<file path="src/rtl/pc_target_unit_if.sv">
// Decode-side control bundle and PC/stack status for pc_target_unit.
// master = instruction decode, slave = PC unit.
interface pc_target_unit_if #(
  parameter int ADDR_W = 8,
  parameter int PAGE_W = 3
);
  localparam int TGT_W = ADDR_W - PAGE_W;

  logic              en;
  logic [1:0]        op;
  logic [TGT_W-1:0]  target;
  logic              br_taken;
  logic              call;
  logic [ADDR_W-1:0] pc;
  logic              stack_full;
  logic              stack_empty;
  logic              stack_err;

  modport master (
    output en, op, target, br_taken, call,
    input  pc, stack_full, stack_empty, stack_err
  );

  modport slave (
    input  en, op, target, br_taken, call,
    output pc, stack_full, stack_empty, stack_err
  );
endinterface

</file>
<file path="src/rtl/pc_target_unit.sv">
// Registered PC with INC / in-page JMP / relative BR / RET next-address select.
// Define CALL_STACK_EN to build the return-address stack and stack_err.
module pc_target_unit #(
  parameter int ADDR_W      = 8,
  parameter int PAGE_W      = 3,
  parameter int STACK_DEPTH = 4,
  parameter int RESET_VEC   = 0
) (
  input  logic               clk,
  input  logic               rst,
  pc_target_unit_if.slave    bus
);
  localparam int TGT_W = ADDR_W - PAGE_W;

  localparam logic [1:0] OP_INC = 2'b00;
  localparam logic [1:0] OP_JMP = 2'b01;
  localparam logic [1:0] OP_BR  = 2'b10;
  localparam logic [1:0] OP_RET = 2'b11;

  logic [ADDR_W-1:0] pc_q, pc_d;
  logic [ADDR_W-1:0] p1;
  logic [ADDR_W-1:0] jmp_pc;
  logic [ADDR_W-1:0] br_pc;

  assign p1     = pc_q + 1'b1;
  assign jmp_pc = {pc_q[ADDR_W-1 -: PAGE_W], bus.target};
  assign br_pc  = p1 + {{PAGE_W{bus.target[TGT_W-1]}}, bus.target};

`ifdef CALL_STACK_EN
  localparam int SP_W  = $clog2(STACK_DEPTH + 1);
  localparam int IDX_W = (STACK_DEPTH > 1) ? $clog2(STACK_DEPTH) : 1;

  logic [ADDR_W-1:0] stk_q [STACK_DEPTH];
  logic [ADDR_W-1:0] stk_d [STACK_DEPTH];
  logic [SP_W-1:0]   sp_q, sp_d;
  logic              err_q, err_d;
  logic              full, empty;
  logic [IDX_W-1:0]  push_idx, top_idx;

  assign full     = (sp_q == SP_W'(STACK_DEPTH));
  assign empty    = (sp_q == '0);
  assign push_idx = IDX_W'(sp_q);
  assign top_idx  = IDX_W'(sp_q - 1'b1);

  always_comb begin
    pc_d  = pc_q;
    sp_d  = sp_q;
    err_d = err_q;
    stk_d = stk_q;
    if (bus.en) begin
      unique case (bus.op)
        OP_INC: pc_d = p1;
        OP_JMP: begin
          pc_d = jmp_pc;
          if (bus.call) begin
            // A push into a full stack is dropped; the jump still goes.
            if (full) begin
              err_d = 1'b1;
            end else begin
              stk_d[push_idx] = p1;
              sp_d = sp_q + 1'b1;
            end
          end
        end
        OP_BR:  pc_d = bus.br_taken ? br_pc : p1;
        OP_RET: begin
          if (empty) begin
            pc_d  = p1;
            err_d = 1'b1;
          end else begin
            pc_d = stk_q[top_idx];
            sp_d = sp_q - 1'b1;
          end
        end
        default: pc_d = p1;
      endcase
    end
  end

  always_ff @(posedge clk) begin
    if (rst) begin
      pc_q  <= ADDR_W'(RESET_VEC);
      sp_q  <= '0;
      err_q <= 1'b0;
    end else begin
      pc_q  <= pc_d;
      sp_q  <= sp_d;
      err_q <= err_d;
    end
  end

  always_ff @(posedge clk) begin
    stk_q <= stk_d;
  end

  assign bus.stack_full  = full;
  assign bus.stack_empty = empty;
  assign bus.stack_err   = err_q;
`else
  logic unused_call;
  assign unused_call = bus.call;

  always_comb begin
    pc_d = pc_q;
    if (bus.en) begin
      unique case (bus.op)
        OP_JMP:  pc_d = jmp_pc;
        OP_BR:   pc_d = bus.br_taken ? br_pc : p1;
        default: pc_d = p1;
      endcase
    end
  end

  always_ff @(posedge clk) begin
    if (rst) pc_q <= ADDR_W'(RESET_VEC);
    else     pc_q <= pc_d;
  end

  assign bus.stack_full  = 1'b0;
  assign bus.stack_empty = 1'b1;
  assign bus.stack_err   = 1'b0;
`endif

  assign bus.pc = pc_q;
endmodule

</file>
<file path="src/flat_wrapper.sv">
// flat-port wrapper written by rule: the top's interface ports become plain ports
module pc_target_unit_flat 
#(
  parameter int ADDR_W      = 8,
  parameter int PAGE_W      = 3,
  parameter int STACK_DEPTH = 4,
  parameter int RESET_VEC   = 0
)
  (clk, rst, bus_en, bus_op, bus_target, bus_br_taken, bus_call, bus_pc, bus_stack_full, bus_stack_empty, bus_stack_err);
  pc_target_unit_if #(.ADDR_W(ADDR_W), .PAGE_W(PAGE_W)) bus_i ();
  input  logic clk;
  input  logic rst;
  input wire logic [$bits(bus_i.en)-1:0] bus_en;
  input wire logic [$bits(bus_i.op)-1:0] bus_op;
  input wire logic [$bits(bus_i.target)-1:0] bus_target;
  input wire logic [$bits(bus_i.br_taken)-1:0] bus_br_taken;
  input wire logic [$bits(bus_i.call)-1:0] bus_call;
  output wire logic [$bits(bus_i.pc)-1:0] bus_pc;
  output wire logic [$bits(bus_i.stack_full)-1:0] bus_stack_full;
  output wire logic [$bits(bus_i.stack_empty)-1:0] bus_stack_empty;
  output wire logic [$bits(bus_i.stack_err)-1:0] bus_stack_err;
  assign bus_i.en = bus_en;
  assign bus_i.op = bus_op;
  assign bus_i.target = bus_target;
  assign bus_i.br_taken = bus_br_taken;
  assign bus_i.call = bus_call;
  assign bus_pc = bus_i.pc;
  assign bus_stack_full = bus_i.stack_full;
  assign bus_stack_empty = bus_i.stack_empty;
  assign bus_stack_err = bus_i.stack_err;
  pc_target_unit #(.ADDR_W(ADDR_W), .PAGE_W(PAGE_W), .STACK_DEPTH(STACK_DEPTH), .RESET_VEC(RESET_VEC)) u_core (.clk(clk), .rst(rst), .bus(bus_i));
endmodule
</file>
<file path="config.mk">
export PLATFORM = sky130hd
export DESIGN_NAME = pc_target_unit_flat
export DESIGN_NICKNAME = d
export VERILOG_FILES = /design/src/rtl/pc_target_unit_if.sv /design/src/rtl/pc_target_unit.sv /design/src/flat_wrapper.sv
export SDC_FILE = /design/constraint.sdc
export NUM_CORES = 1
export LEC_CHECK = 0
export CELL_PAD_IN_SITES_DETAIL_PLACEMENT = 1
export CELL_PAD_IN_SITES_GLOBAL_PLACEMENT = 1
export CORE_MARGIN = 2
export CORE_UTILIZATION = 38
export CTS_CLUSTER_DIAMETER = 80
export DETAILED_ROUTE_END_ITERATION = 8
export PLACE_DENSITY_LB_ADDON = 0.12
export SYNTH_ARGS = -nofsm -noshare
export SYNTH_HDL_FRONTEND = slang
export SYNTH_SLANG_ARGS = --single-unit
</file>
<file path="constraint.sdc">
create_clock -name clk -period 5.4 [get_ports clk]
set_input_delay 0.81 -clock clk [delete_from_list [all_inputs] [get_ports clk]]
set_output_delay 0.81 -clock clk [all_outputs]
set_load 0.03 [all_outputs]
</file>
### Word-level counts from Yosys, hierarchy flattened

Cells that the tools add are included.

* register bits: 8
* logic and storage cells: 10

* $add $sub $neg: 2
* equal/unequal tests: 2
* multiplexer cells: 2
* bitwise operators: 1
* reduce and logical (&&, ||, !) cells: 1

Operators by type and width (number)
* $pmux W8 S2: 1
* $add A8 B1 Y8 const B: 1
* $add A8 B8 Y8: 1
* $mux W8: 1
* $eq A2 B1 Y1 const B: 1
* $eq A2 B2 Y1 const B: 1
* $reduce_and A2 Y1: 1
* $not A1 Y1: 1

### Logic depth before layout (Yosys ltp)

* word-level depth: 4
* depth in mapped cells: 11
* depth with buffers taken out: 11

### Worst setup path after synthesis

Ideal clock, no wire load.

* kind: register to register
* start: register u_core.pc_q[0], in the netlist u_core.bus.pc[0]
* end: register u_core.pc_q[7], in the netlist u_core.bus.pc[7]
* arrival time: 2.709 ns
* data required time: 5.278 ns
* setup slack: 2.570 ns
* stages on the path, launching flop included: 12
* period minus slack after synthesis: 2.830 ns
* path through: dfxtp_1 ha_1 nand3_1 xor2_1 inv_1 ha_1 a21oi_2 o21ai_2 and4b_1 o31a_1 xor2_1 a221o_1

* cells in the longest elaborated chain, start to end: 4

Ends and longest elaborated chain
* start: declaration: RTL line pc_target_unit.sv:20 `logic [ADDR_W-1:0] pc_q, pc_d;`
* start signal: assignment: RTL line pc_target_unit.sv:115 `if (rst) pc_q <= ADDR_W'(RESET_VEC);`
* start signal: assignment: RTL line pc_target_unit.sv:116 `else pc_q <= pc_d;`
* $add A8 B1 Y8 (*): RTL line pc_target_unit.sv:25 `assign p1 = pc_q + 1'b1;`
* $add A8 B8 Y8: RTL line pc_target_unit.sv:27 `assign br_pc = p1 + {{PAGE_W{bus.target[TGT_W-1]}}, bus.target};`
* $mux W8: RTL line pc_target_unit.sv:108 `OP_BR: pc_d = bus.br_taken ? br_pc : p1;`
* $pmux W8 S2 (*): RTL line pc_target_unit.sv:106 `unique case (bus.op)`

Mark *: on every way between the ends. The rest lies on a longest branch, timed or not.
A chain may end at the register's enable or synchronous reset.

### Final worst setup path

* start: input port bus_target[4]
* end: register u_core.pc_q[7], in the netlist u_core.bus.pc[7]

* cells in the longest elaborated chain, start to end: 3

Ends and longest elaborated chain
* start: declaration: RTL line flat_wrapper.sv:15 `input wire logic [$bits(bus_i.target)-1:0] bus_target;`
* $add A8 B8 Y8: RTL line pc_target_unit.sv:27
* $mux W8: RTL line pc_target_unit.sv:108
* $pmux W8 S2: RTL line pc_target_unit.sv:106

No other way between the ends.

==> impl_metrics.tcl <==
set metrics [dict create \
    outcome "finished clean" \
    yosysWarnings 0 \
    netlist_area_sq_um 957 \
    grt_pass1_vias 969 \
    first_pass_iters 4 \
    grt_pass1_wl_um 4200 \
    pre_cts_slack_ns 2.21 \
    grt_overflow 0 \
    netlist_instances 126 \
    antenna_cells 0 \
    post_cts_resized 0 \
    regArea_sq_um 160 \
    clock-skew-final_ns 0.00133 \
    post-route-cell-area_sq_um 1170 \
    drc 0 \
    vias_per_cell 5.65 \
    placed_cell_area_sq_um 1140 \
    cp_data_arrival_time_ns 3.06 \
    synth_top_area_cell "dfxtp_1" \
    power.leakage_nw 0.484 \
    rsz0062_at_grt "false" \
    synth_xor_area_share_pct 9.15 \
    clock_sinks 8 \
    initial_utilization_pct 39.4 \
    die_x_um 54.2 \
    die_h_um 54.2 \
    fmax_mhz 342 \
    grt_usage_pct 19.5 \
    post_synth_num_cell_types 38 \
    portBuffers 18 \
    synthSimpleGateAreaFrac_pct 17.4 \
    root_buffer "clkbuf_4" \
    setup_tns_ns 0 \
    fp-row-count 18 \
    required_ns 5.54 \
    max-cap-violations 0 \
    clockBufferDepth 2 \
    synth_edf_count 0 \
    synthMuxAreaShare_pct 2.09 \
    gp_congestion 0.792 \
    core_area_sq_um 2430 \
    critPathLaunchType "input port" \
    layout_setup_ws_ns 2.48 \
    fin_crit_ns 2.92 \
    grt_antenna_before_repair 0 \
    fillCellCount 329 \
    slew_violations 0 \
    synth_compound_area_share_pct 29.9 \
    final_common_cell "clkdlybuf4s50_1" \
    largest_register_ffs 8 \
    grt_max_degree 13 \
    htreeDepth 1 \
    async_flop_share_pct 0 \
    post-cts-setup-buffer-count 0 \
    syn_avg_cell_area_sq_um 7.60 \
    ys_ff_latch 8 \
    min_path_type "reg -> reg" \
    crit_path_max_fanout 9 \
    drive_above_1_share_pct 5.63 \
    cts_tree "yes" \
    hold_buffers 0 \
    drtAntennaViolNets 0 \
    end_kind "register" \
    clk_pin_slew_worst_paths_ns 0.05 \
    peakVddDrop_mv 0.176 \
    multiInputGateArea_sq_um 729 \
    dp_hpwl_um 2030 \
    final_cell_mix "clkdlybuf4s50_1 (18), nor2_1 (14), o21ai_0 (11), ha_1 (11), inv_1 (10)" \
    path_class "in -> reg" \
    synth_area_leaders "dfxtp_1 (17%), ha_1 (14%), xor2_1 (6.4%)" \
    power.density_nw_per_um2 184 \
    synth_adder_area_share_pct 16.5 \
    final_net_count 168 \
    dieArea_sq_um 2940 \
    num_vias 972 \
    crit_chain "clkdlybuf4s50_1 -> ha_1 -> a21oi_2 -> o21ai_2 -> and4b_1 -> o31a_1 -> xor2_1 -> a221o_1" \
    drt-total-wl_um 2500 \
    fin_crit_sh_pct 54.2 \
    wl_per_cell_um 14.5 \
    synth_top_family_by_area "compound AO/OA/AOI/OAI gates" \
    cp_top_family "compound AO/OA/AOI/OAI gates" \
    synth_top_area_share_pct 16.7 \
    crit_path_top_delay_cell "clkdlybuf4s50_1" \
    numCtsBuffers 3 \
    setup_viol_count_final 0 \
    area_delta_synth_final_pct 22.0 \
    io_pins 23 \
    seq_area_frac_synth_pct 16.7 \
    path_buf_inv 1 \
    clock_latency_ns 0.25 \
    synth_flop_cell "dfxtp_1" \
    drtIter0Drc 11 \
    cp_slowest_stage_delay_ns 0.68 \
    finalHoldViolCount 0 \
]
logic make-up after synthesis:
family                   Yosys count
AND/OR/NAND/NOR                   35
adder cells (fa/ha/maj)           12
AO/OA/AOI/OAI                     41
other                              2
flip-flops                         8
buffers and inverters             16
XOR/XNOR                          10
multiplexers                       2
worst register-to-register path: stages (launching register included):
cell     delay, ns
dfxtp_1       0.47
ha_1          0.28
nand3_1       0.14
xor2_1        0.26
inv_1         0.10
ha_1          0.31
a21oi_2       0.14
o21ai_2       0.10
and4b_1       0.22
o31a_1        0.34
xor2_1        0.17
a221o_1       0.29
cell type report:
| cell class | count | share of cell area, % |
|---|---|---|
| timing repair buffer | 18 | 15.4 |
| tap | 30 | 3.22 |
| inverter | 10 | 3.22 |
| clock buffer | 3 | 1.93 |
| sequential | 8 | 13.7 |
| multi-input combinational | 103 | 62.5 |
where the power goes:
group	switching, mW	leakage, nW	total (mW)	internal (mW)
sequential	0.00561	0.0655	0.0683	0.0627
combinational	0.0571	0.405	0.101	0.0440
clock	0.0200	0.0138	0.0455	0.0254
metal layers:
metal  track usage, %  vias to the layer above  part of all wire (%)  routed length (um)
li1                 -                      488                     -                   -
met1             23.8                      468                    45                1120
met2             35.3                       16                    52                1300
met3             5.83                        0                   2.9                  73
met4                0                        0                     0                   0
met5                0                        -                     0                   0
synthesized netlist by cell type (all sizes together), types with 3 or more instances:
cell and number:
o21ai 12, clkbuf 3, a32oi 3, dfxtp 8, ha 11, xor2 7
nand3 5, nand2b 4, a211oi 3, inv 10, a21oi 9, xnor2 3
nand2 6, nor2 14, buf 3
per-stage QoR:
step           hold slack, ns  std cells  power [mW]  util [%]
2_1_floorplan           0.619        127       0.141         -
3_3_place_gp            0.515        169       0.167      47.1
3_5_place_dp            0.527        169       0.171      47.1
4_1_cts                 0.539        172       0.218      48.0
5_1_grt                 0.557        172       0.233      48.0
6_report                0.532        172       0.215      48.0
final timing paths:
check | from | depth (start not counted) | slack [ns] | endpoint
hold / removal | u_core.bus.pc[5]$_SDFFE_PP0P_ | 2 | 0.53 | u_core.bus.pc[5]$_SDFFE_PP0P_
setup reg to reg | u_core.bus.pc[0]$_SDFFE_PP0P_ | 11 | 2.48 | u_core.bus.pc[7]$_SDFFE_PP0P_
setup / recovery | bus_target[4] | 8 | 2.48 | u_core.bus.pc[7]$_SDFFE_PP0P_
hold reg to reg | u_core.bus.pc[5]$_SDFFE_PP0P_ | 2 | 0.53 | u_core.bus.pc[5]$_SDFFE_PP0P_
(Power assumes the default switching activity.)
